[src/rtl/swipe_scheduler.sv]
// Magstripe swipe sequencer: arbitrates the coil between track 2 and track 3 sources,
// framing each track with sync/trailing zeros and F2F-encoding the cells onto out/out_n.
module swipe_scheduler #(
  parameter int TICK_DIV    = 30000,
  parameter int LEAD_ZEROS  = 40,
  parameter int TRAIL_ZEROS = 5,
  parameter int GAP_TICKS   = 90
) (
  input  logic       clk,
  input  logic       rst,
  input  logic       start,
  input  logic [1:0] track_mask,
  input  logic       abort,
  input  logic [1:0] src_valid,
  input  logic [1:0] src_bit,
  input  logic [1:0] src_last,
  output logic [1:0] src_ready,
  output logic       out,
  output logic       out_n,
  output logic       en,
  output logic       busy,
  output logic [1:0] active_track,
  output logic       done,
  output logic       underrun
);

  localparam int ZMAX = (LEAD_ZEROS > TRAIL_ZEROS) ? LEAD_ZEROS : TRAIL_ZEROS;
  localparam int CW   = (TICK_DIV > 2) ? $clog2(TICK_DIV) : 1;
  localparam int ZW   = $clog2(ZMAX + 1);
  localparam int GW   = $clog2(GAP_TICKS + 1);

  localparam logic [CW-1:0] TICK_LAST  = CW'(TICK_DIV - 1);
  localparam logic [ZW-1:0] LEAD_LAST  = ZW'(LEAD_ZEROS - 1);
  localparam logic [ZW-1:0] TRAIL_LAST = ZW'(TRAIL_ZEROS - 1);
  localparam logic [GW-1:0] GAP_LAST   = GW'(GAP_TICKS - 1);

  typedef enum logic [2:0] {
    S_IDLE  = 3'd0,
    S_LEAD  = 3'd1,
    S_DATA  = 3'd2,
    S_TRAIL = 3'd3,
    S_GAP   = 3'd4
  } state_e;

  state_e          state_q, state_d;
  logic [CW-1:0]   cnt_q, cnt_d;
  logic            phase_q, phase_d;
  logic [ZW-1:0]   cell_cnt_q, cell_cnt_d;
  logic [GW-1:0]   gap_cnt_q, gap_cnt_d;
  logic [1:0]      mask_q, mask_d;
  logic            trk_q, trk_d;
  logic            cell_bit_q, cell_bit_d;
  logic            last_q, last_d;
  logic            out_q, out_d;
  logic            done_q, done_d;
  logic            underrun_q, underrun_d;
  logic            tick;
  logic            on_coil;

  assign tick    = (state_q != S_IDLE) && (cnt_q == TICK_LAST);
  assign on_coil = (state_q == S_LEAD) || (state_q == S_DATA) || (state_q == S_TRAIL);

  // Next-state, tick/cell counters, F2F encoder and source handshake
  always_comb begin
    state_d    = state_q;
    cnt_d      = cnt_q;
    phase_d    = phase_q;
    cell_cnt_d = cell_cnt_q;
    gap_cnt_d  = gap_cnt_q;
    mask_d     = mask_q;
    trk_d      = trk_q;
    cell_bit_d = cell_bit_q;
    last_d     = last_q;
    out_d      = out_q;
    done_d     = 1'b0;
    underrun_d = underrun_q;
    src_ready  = 2'b00;

    if (state_q == S_IDLE) begin
      cnt_d   = '0;
      phase_d = 1'b0;
    end else if (tick) begin
      cnt_d   = '0;
      phase_d = ~phase_q;
    end else begin
      cnt_d = cnt_q + 1'b1;
    end

    case (state_q)
      S_IDLE: begin
        if (start && !abort && (track_mask != 2'b00)) begin
          mask_d     = track_mask;
          trk_d      = ~track_mask[0];
          underrun_d = 1'b0;
          cell_cnt_d = '0;
          out_d      = 1'b0;
          state_d    = S_LEAD;
        end else begin
          out_d = 1'b0;
        end
      end

      S_LEAD: begin
        if (tick && !phase_q) begin
          out_d = ~out_q;
        end else if (tick && (cell_cnt_q == LEAD_LAST)) begin
          cell_cnt_d = '0;
          state_d    = S_DATA;
        end else if (tick) begin
          cell_cnt_d = cell_cnt_q + 1'b1;
        end else begin
          out_d = out_q;
        end
      end

      S_DATA: begin
        // Bit is fetched at the cell boundary; a missing bit becomes a 0 cell
        if (tick && !phase_q) begin
          out_d = ~out_q;
          if (src_valid[trk_q]) begin
            src_ready[trk_q] = 1'b1;
            cell_bit_d       = src_bit[trk_q];
            last_d           = src_last[trk_q];
          end else begin
            cell_bit_d = 1'b0;
            last_d     = 1'b0;
            underrun_d = 1'b1;
          end
        end else if (tick) begin
          out_d = out_q ^ cell_bit_q;
          if (last_q) begin
            cell_cnt_d = '0;
            state_d    = S_TRAIL;
          end else begin
            state_d = S_DATA;
          end
        end else begin
          out_d = out_q;
        end
      end

      S_TRAIL: begin
        if (tick && !phase_q) begin
          out_d = ~out_q;
        end else if (tick && (cell_cnt_q == TRAIL_LAST)) begin
          out_d = 1'b0;
          if (!trk_q && mask_q[1]) begin
            gap_cnt_d = '0;
            state_d   = S_GAP;
          end else begin
            done_d  = 1'b1;
            state_d = S_IDLE;
          end
        end else if (tick) begin
          cell_cnt_d = cell_cnt_q + 1'b1;
        end else begin
          out_d = out_q;
        end
      end

      S_GAP: begin
        out_d = 1'b0;
        if (tick && (gap_cnt_q == GAP_LAST)) begin
          trk_d      = 1'b1;
          cell_cnt_d = '0;
          state_d    = S_LEAD;
        end else if (tick) begin
          gap_cnt_d = gap_cnt_q + 1'b1;
        end else begin
          gap_cnt_d = gap_cnt_q;
        end
      end

      default: begin
        out_d   = 1'b0;
        state_d = S_IDLE;
      end
    endcase

    if (abort && (state_q != S_IDLE)) begin
      state_d   = S_IDLE;
      cnt_d     = '0;
      phase_d   = 1'b0;
      out_d     = 1'b0;
      done_d    = 1'b0;
      src_ready = 2'b00;
    end else begin
      src_ready = src_ready & {2{on_coil}};
    end
  end

  // State and datapath registers
  always_ff @(posedge clk) begin
    if (rst) begin
      state_q    <= S_IDLE;
      cnt_q      <= '0;
      phase_q    <= 1'b0;
      cell_cnt_q <= '0;
      gap_cnt_q  <= '0;
      mask_q     <= 2'b00;
      trk_q      <= 1'b0;
      cell_bit_q <= 1'b0;
      last_q     <= 1'b0;
      out_q      <= 1'b0;
      done_q     <= 1'b0;
      underrun_q <= 1'b0;
    end else begin
      state_q    <= state_d;
      cnt_q      <= cnt_d;
      phase_q    <= phase_d;
      cell_cnt_q <= cell_cnt_d;
      gap_cnt_q  <= gap_cnt_d;
      mask_q     <= mask_d;
      trk_q      <= trk_d;
      cell_bit_q <= cell_bit_d;
      last_q     <= last_d;
      out_q      <= out_d;
      done_q     <= done_d;
      underrun_q <= underrun_d;
    end
  end

  assign out          = out_q;
  assign out_n        = ~out_q;
  assign en           = on_coil;
  assign busy         = (state_q != S_IDLE);
  assign active_track = on_coil ? (trk_q ? 2'b10 : 2'b01) : 2'b00;
  assign done         = done_q;
  assign underrun     = underrun_q;

endmodule

[config.mk]
export PLATFORM = sky130hd
export DESIGN_NAME = swipe_scheduler
export DESIGN_NICKNAME = d
export VERILOG_FILES = /design/src/rtl/swipe_scheduler.sv
export SDC_FILE = /design/constraint.sdc
export NUM_CORES = 1
export LEC_CHECK = 0
export CORE_ASPECT_RATIO = 1.5
export CORE_MARGIN = 5
export CORE_UTILIZATION = 56
export DETAILED_ROUTE_END_ITERATION = 8
export GPL_TIMING_DRIVEN = 1
export PLACE_DENSITY = 0.8
export SETUP_SLACK_MARGIN = 0.2
export SYNTH_ARGS = -nofsm -noshare
export SYNTH_HDL_FRONTEND = slang
export SYNTH_SLANG_ARGS = --single-unit
export TNS_END_PERCENT = 50
[constraint.sdc]
create_clock -name clk -period 4.1 [get_ports clk]
set_input_delay 1.025 -clock clk [delete_from_list [all_inputs] [get_ports clk]]
set_output_delay 1.025 -clock clk [all_outputs]
set_load 0.005 [all_outputs]
==> metrics.md, run 1 <==
| Metric | Value |
|---|---|
| Final net count | 308 |
| Rel. slew slack | 36.0% |
| PD cells | between 400 and 500 mW/mm^2 |
| Clk pin slew, worst setup/hold paths | ~0.09 ns |
| First-pass GRT wire length | 8140 um |
| Hold_ws | 0.472 ns |
| Die area | 0.00526 mm^2 |
| Pin count of the biggest net entering global routing | 25 |
| Clock share of power | 31.1% |
| CP max FO | 7 |
| P&R area growth vs syn | 16.8% |
| Crit path DAT | about 2.7 ns |
| Clock root buffer | clkbuf_8 |
| Post-synth EDFFs | 0 |
| Syn Area/Cell | 8.14 um^2 |
| Number of antenna violations at the first check in global routing | 0 |
| Num CTS Buffers | 5 |
| Worst-case reg-to-reg path depth | 7 |
| Minimum clock period | approximately 3.7 ns |
| P_sw | 0.349 mW |
| Max Cap Violations | 0 |
| WHS Endpoint | underrun |
| DRT iter0 DRCs | 169 |
| Ys flop type | dfxtp_1 |
| Post-Syn Instances | between 200 and 300 |
| GP Congestion | ~0.87 |
| Routed wire length | 4970 um |
| Worst setup SP type | flip-flop |
| Post-synthesis sequential area ratio | 35.9% |
| Post-synth top area cell | dfxtp_1 |
| DRC | 0 |
| CP cell instances | ha_1 > and4_1 > nand4_1 > nor3_2 > nand2_1 > nor4b_1 > clkdlybuf4s50_1 |
| Post-route clock skew | 0.0161 ns |
| Cell Int Power | 0.740 mW |
| Reg power frac | 38.4% |
| Setup violations, final | 0 |
| Worst-Skew Late Latency | 0.30 ns |
| Reg-to-Reg Start | cnt_q[0] |
| Switching share of power | 32.1% |
| Final hold vios | 0 |
| Seq cells post-synth | 39 |
| N_diodes | 0 |
| Worst min path class | flip-flop to flip-flop |
| Vias per cell | 6.02 |
| Status | finished, final reports clean |
| Final worst-path cycle share | 91.1% |
| Worst EP required | 3.07 ns |
| LEAKAGE | 0.825 nW |
| Largest delay share family, worst path | simple AND/OR/NAND/NOR gates |
| Unique cell type count in the Yosys netlist | 55 |
| Vias | 2016 |
| Critical Path Stages | 7 |
| Die Ht | approximately 86 um |
| Core area | around 0.0037 mm^2 |
| Share of layout cells above drive strength 1 | under 10% |
| Synth top area share | 35.9% |
| Worst slew pin tran | 0.948 ns |
| Die width | 60.9 um |
| CTS tree | yes |
| Vias in the first global route | 1862 |
| Hold Path Depth | 2 |
| Combinational share of power | 30.5% |
| Peak supply drop | 336 uV |
| CP Capture Type | output pin |
| Asr flop ratio synth | 0% |
| Hpwl dp | 3550 um |
| Setup TNS | 0 ns |
| Top post-synthesis cells by area | dfxtp_1 (36%), nor2_1 (5.4%), nand2_1 (4.7%), a21oi_1 (4.1%), nand3_1 (3.5%) |
| RSZ-0062 raised after global routing | false |
| FP Rows | 27 |
| Final antenna-violating net count | 0 |
| CP max-delay cell | clkdlybuf4s50_1 |
| Worst hold start | underrun |
| Initial DRT Pass Iterations | 4 |
| Post-Syn Nets | around 280 |
| R2R Setup Slk | 1.32 ns |
| WS Path Type | flip-flop to output pin |
| Reg2reg end | state_q[1] |
| Tot GR Track Use | 19.9% |
| Starting Density | 58.5% |
| Yosys warning total | 0 |
| Clock Sinks | 39 |
| Fmax | 268 MHz |
| Fin. max-slew vios | 0 |
| Worst slack, placed | 0.384 ns |
| CP peak stage delay | 0.55 ns |
| Average wire per standard cell | 14.8 um |
| Grt total ovfl | 0 |
| CTS Buffer Depth | 2 |
| I/O pin cnt | 22 |
| Htree depth | 2 |
| Buf+Inv Stages, Crit Path | 1 |
| Synth Cell Area | 0.00217 mm^2 |
| # port buffers | 21 |
| Final worst setup slack | ~0.37 ns |
| Post-layout util | approximately two thirds |
## final cells by class
| type | count | area (um^2) |
|---|---|---|
| Multi-Input combinational cell | 212 | 1310 |
| Clock buffer | 6 | 82.6 |
| Fill cell | 319 | 1180 |
| Sequential cell | 39 | 781 |
| Inverter | 7 | 26.3 |
| Tap cell | 43 | 53.8 |
| Clock inverter | 2 | 35.0 |
| Timing Repair Buffer | 26 | 248 |
## Yosys cell counts (all sizes together) (4+ instances only)
library cell,count
nand3,15
dfxtp,39
a21oi,18
ha,5
xnor2,4
o21ai,15
buf,4
and2,7
nand2,27
nand2b,5
nor2,31
mux2i,5
a311oi,4
or4,6
inv,6
nor3,12
clkbuf,4
xor2,7
nor4,6
or3,5
## registers in the layout (all words and copies together) (netlist names)
name,flops
cell_bit_q,1
trk_q,1
mask_q,1
state_q,3
gap_cnt_q,7
done,1
cnt_q,15
underrun,1
cell_cnt_q,6
phase_q,1
out,1
last_q,1
## kinds of logic (layout without fill, tap and decap cells)
logic type	Yosys count	in the layout	share of synthesized area (%)
AND/OR/NAND/NOR	134	134	33.4
flip-flops	39	39	35.9
adder cells (fa/ha/maj)	5	5	2.88
XOR/XNOR	11	11	4.43
multiplexers	5	5	2.30
buffers and inverters	16	41	3.91
AO/OA/AOI/OAI	57	57	17.1
## worst reg2reg max path, stage by stage (launching register included)
cell	delay [ns]
dfxtp_1	0.37
ha_1	0.22
and4_1	0.32
and4_1	0.39
a21oi_1	0.19
or4_1	0.59
or4_1	0.49
a21oi_1	0.15
## per-layer routing
metal  vias up  share of wire (%)  track usage (%)  routed length [um]
met5         -                  0                0                   0
met4         0                1.9             7.10                  96
met3        11                5.1             3.87                 253
met2        59                 51             35.8                2550
met1       921                 42             22.5                2070
li1       1025                  -                -                   -
## stage by stage
stage	std cells	area (um^2)	power, mW
after floorplan	267	2170	0.621
after global placement	324	2390	0.744
after detailed placement	324	2390	0.749
after CTS	333	2520	1.09
after global routing	335	2540	1.15
final	335	2540	1.09
## power groups by stage
| stage | sequential [mW] | clock [mW] | combinational, mW |
|---|---|---|---|
| 2_1_floorplan | 0.416 | 0 | 0.205 |
| 3_3_place_gp | 0.427 | 0 | 0.318 |
| 3_5_place_dp | 0.427 | 0 | 0.322 |
| 4_1_cts | 0.418 | 0.345 | 0.327 |
| 5_1_grt | 0.422 | 0.365 | 0.359 |
| 6_report | 0.418 | 0.339 | 0.332 |
## placed cells by master (no fill, tap or decap), types with 6 or more instances in the layout
| cell | instances |
|---|---|
| a21oi_1 | 18 |
| dfxtp_1 | 39 |
| xor2_1 | 7 |
| nand3_1 | 15 |
| inv_1 | 6 |
| nor3_1 | 11 |
| nand2_1 | 27 |
| and2_1 | 6 |
| clkdlybuf4s50_1 | 21 |
| nor2_1 | 31 |
| clkbuf_8 | 6 |
| o21ai_0 | 15 |
## worst max path at each step
stage / start / endpoint / slack (ns)
floorplan: cnt_q[0] / src_ready[0] / 1.23
global placement: cnt_q[0] / src_ready[0] / 0.49
detailed placement: cnt_q[0] / src_ready[0] / 0.38
CTS: cnt_q[0] / src_ready[0] / 0.24
global route: cnt_q[0] / src_ready[0] / 0.21
finish: cnt_q[0] / src_ready[0] / 0.37
## what timing repair did
item / 4_1_cts / 5_1_grt
endpoints found under the hold margin: 0 / 0
resized for setup: 1 / 0
pin swaps: 1 / 1
buffers inserted: 1 / 2
gates cloned: 0 / 0
endpoints found under the setup margin: 2 / 2
hold buffers: 0 / 0
Power figures use the tool's default switching activity.
==> inputs of run 2 (changes only) <==
Settings changed: ABC_CLOCK_PERIOD_IN_PS set to 4100.
==> results of run 2 <==
The final DEF is identical to that of run 1; final timing and power are the same.
==> inputs of run 3 (changes only) <==
Settings changed: SKIP_CTS_REPAIR_TIMING set to 1.
==> metrics.md, run 3 (synthesis gave the netlist of run 1 again) <==
| Metric | Value |
|---|---|
| Status | finished, final reports clean (unchanged) |
| CP Capture Type | output pin (unchanged) |
| Most common cell after layout, fill and taps aside | dfxtp_1 (unchanged) |
| Worst EP required | 3.07 ns (about the same) |
| Final net count | 306 (was 308) |
| Final worst setup slack | 0.372 ns (was 0.366 ns) |
| LEAKAGE | 0.816 nW (was 0.825 nW) |
| Fmax | 268 MHz (about the same) |
| Average wire per standard cell | 14.9 um (was 14.8 um) |
| Critical Path Stages | 7 (unchanged) |
| Die Ht | 86.3 um (unchanged) |
| Most frequent cells in the layout | dfxtp_1 (39), nor2_1 (31), nand2_1 (27), clkdlybuf4s50_1 (21), a21oi_1 (18) (unchanged) |
| Worst slew pin tran | 0.893 ns (was 0.948 ns) |
| GP Congestion | 0.869 (unchanged) |
| WS Path Type | flip-flop to output pin (unchanged) |
| CP cell instances | ha_1 > and4_2 > nand4_1 > nor3_4 > nand2_1 > nor4b_1 > clkdlybuf4s50_1 (was ha_1 > and4_1 > nand4_1 > nor3_2 > nand2_1 > nor4b_1 > clkdlybuf4s50_1) |
| PD cells | 430 mW/mm^2 (was 429 mW/mm^2) |
| Core area | 0.00372 mm^2 (unchanged) |
| Setup TNS | 0 ns (unchanged) |
| Dpl cell area | 0.00239 mm^2 (unchanged) |
| Crit path DAT | 2.70 ns (was 2.71 ns) |
| Rel. slew slack | 39.7% (was 36.0%) |
| Clock Sinks | 39 (unchanged) |
| Fin. max-slew vios | 0 (unchanged) |
| First-pass GRT wire length | 8090 um (was 8140 um) |
| Vias per cell | 6.00 (was 6.02) |
| Post-layout util | 68.1% (was 68.4%) |
| RSZ-0062 raised after global routing | false (unchanged) |
| CP peak stage delay | 0.55 ns (about the same) |
| Vias in the first global route | 1854 (was 1862) |
| Starting Density | 58.5% (unchanged) |
| Setup violations, final | 0 (unchanged) |
| # port buffers | 21 (unchanged) |
| N_diodes | 0 (unchanged) |
| P&R area growth vs syn | 16.5% (was 16.8%) |
| Peak supply drop | 336 uV (about the same) |
| Pin count of the biggest net entering global routing | 25 (unchanged) |
| Final hold vios | 0 (unchanged) |
| Worst setup SP type | flip-flop (unchanged) |
| CTS tree | yes (unchanged) |
| Worst min path class | flip-flop to flip-flop (unchanged) |
| Tot GR Track Use | 19.8% (was 19.9%) |
| Routed wire length | 4980 um (was 4970 um) |
| Vias | 1999 (was 2016) |
| Worst slack, placed | 0.384 ns (unchanged) |
| Worst-Skew Late Latency | 0.30 ns (about the same) |
| DRT iter0 DRCs | 109 (was 169) |
| Final antenna-violating net count | 0 (unchanged) |
| Layout fillers | 323 (was 319) |
| Minimum clock period | 3.73 ns (about the same) |
| Hold Path Depth | 2 (unchanged) |
| Tot Pwr | 1.09 mW (about the same) |
| Hpwl dp | 3550 um (unchanged) |
| FP Rows | 27 (unchanged) |
| DRC | 0 (unchanged) |
| Largest register by flop count | cnt_q (unchanged) |
| Clk pin slew, worst setup/hold paths | 0.08 ns (was 0.09 ns) |
| CP max-delay cell | clkdlybuf4s50_1 (unchanged) |
| Max Cap Violations | 0 (unchanged) |
| I/O pin cnt | 22 (unchanged) |
| CP max FO | 7 (unchanged) |
| Top flop regs | cnt_q x15, gap_cnt_q x7, cell_cnt_q x6 (unchanged) |
| Share of layout cells above drive strength 1 | 8.97% (was 9.25%) |
| Die area | 0.00526 mm^2 (unchanged) |
| CTS Buffer Depth | 2 (unchanged) |
| Die width | 60.9 um (unchanged) |
| Num CTS Buffers | 5 (unchanged) |
| Initial DRT Pass Iterations | 5 (was 4) |
| Grt total ovfl | 0 (unchanged) |
| Number of antenna violations at the first check in global routing | 0 (unchanged) |
| Buf+Inv Stages, Crit Path | 1 (unchanged) |
| Clock root buffer | clkbuf_8 (unchanged) |
| Final worst-path cycle share | 90.9% (was 91.1%) |
| Design area | 0.00253 mm^2 (was 0.00254 mm^2) |
| Max reg flops | 15 (unchanged) |
| Post-route clock skew | 0.0114 ns (was 0.0161 ns) |
| Worst-case reg-to-reg path depth | 7 (unchanged) |
| Largest delay share family, worst path | simple AND/OR/NAND/NOR gates (unchanged) |
| Htree depth | 2 (unchanged) |
==> run 3: changes by cell type in the layout (fill, tap and decap cells not counted), sizes merged <==
cell  change
buf       -2
==> run 3: path summary, 6_finish.rpt <==
kind	startpoint	to	slack [ns]
max	cnt_q[0]	src_ready[0]	0.37
min	underrun	underrun	0.47
max reg2reg	cnt_q[0]	cell_cnt_q[5]	1.34
min reg2reg	underrun	underrun	0.47
==> run 3: area by class of cell <==
cell class / count / area, um^2 / share of cell area (%)
repair buffers: 24 / 233 / 9.19
clock inverters: 2 / 35.0 / 1.38
inverters: 7 / 26.3 / 1.04
clock buffers: 6 / 82.6 / 3.26
flip-flops and latches: 39 / 781 / 30.8
well taps: 43 / 53.8 / 2.12
multi-input cells: 212 / 1320 / 52.2
==> run 3: worst register-to-register path, stage by stage (launching register included) <==
cell and delay (ns):
dfxtp_1 0.37, ha_1 0.22, and4_2 0.31, and4_1 0.38, a21oi_1 0.19, or4_4 0.56
or4_1 0.52, a21oi_1 0.15
==> run 3: through the flow <==
stage	hold slack, ns	std cells
final	0.471	333
after global routing	0.491	333
after detailed placement	0.456	324
after floorplan	0.430	267
after global placement	0.445	324
after CTS	0.476	332
==> run 3: report_power, final <==
group	switching, mW	leakage (nW)	internal (mW)
Sequential	0.0256	0.315	0.393
Clock	0.138	0.0612	0.197
Combinational	0.185	0.440	0.150
==> run 3: routing by layer <==
layer	GRT usage, %	part of all wire [%]	up-vias
li1	-	-	1019
met1	22.5	42	917
met2	35.4	51	55
met3	3.87	5.1	8
met4	7.10	1.8	0
met5	0	0	-
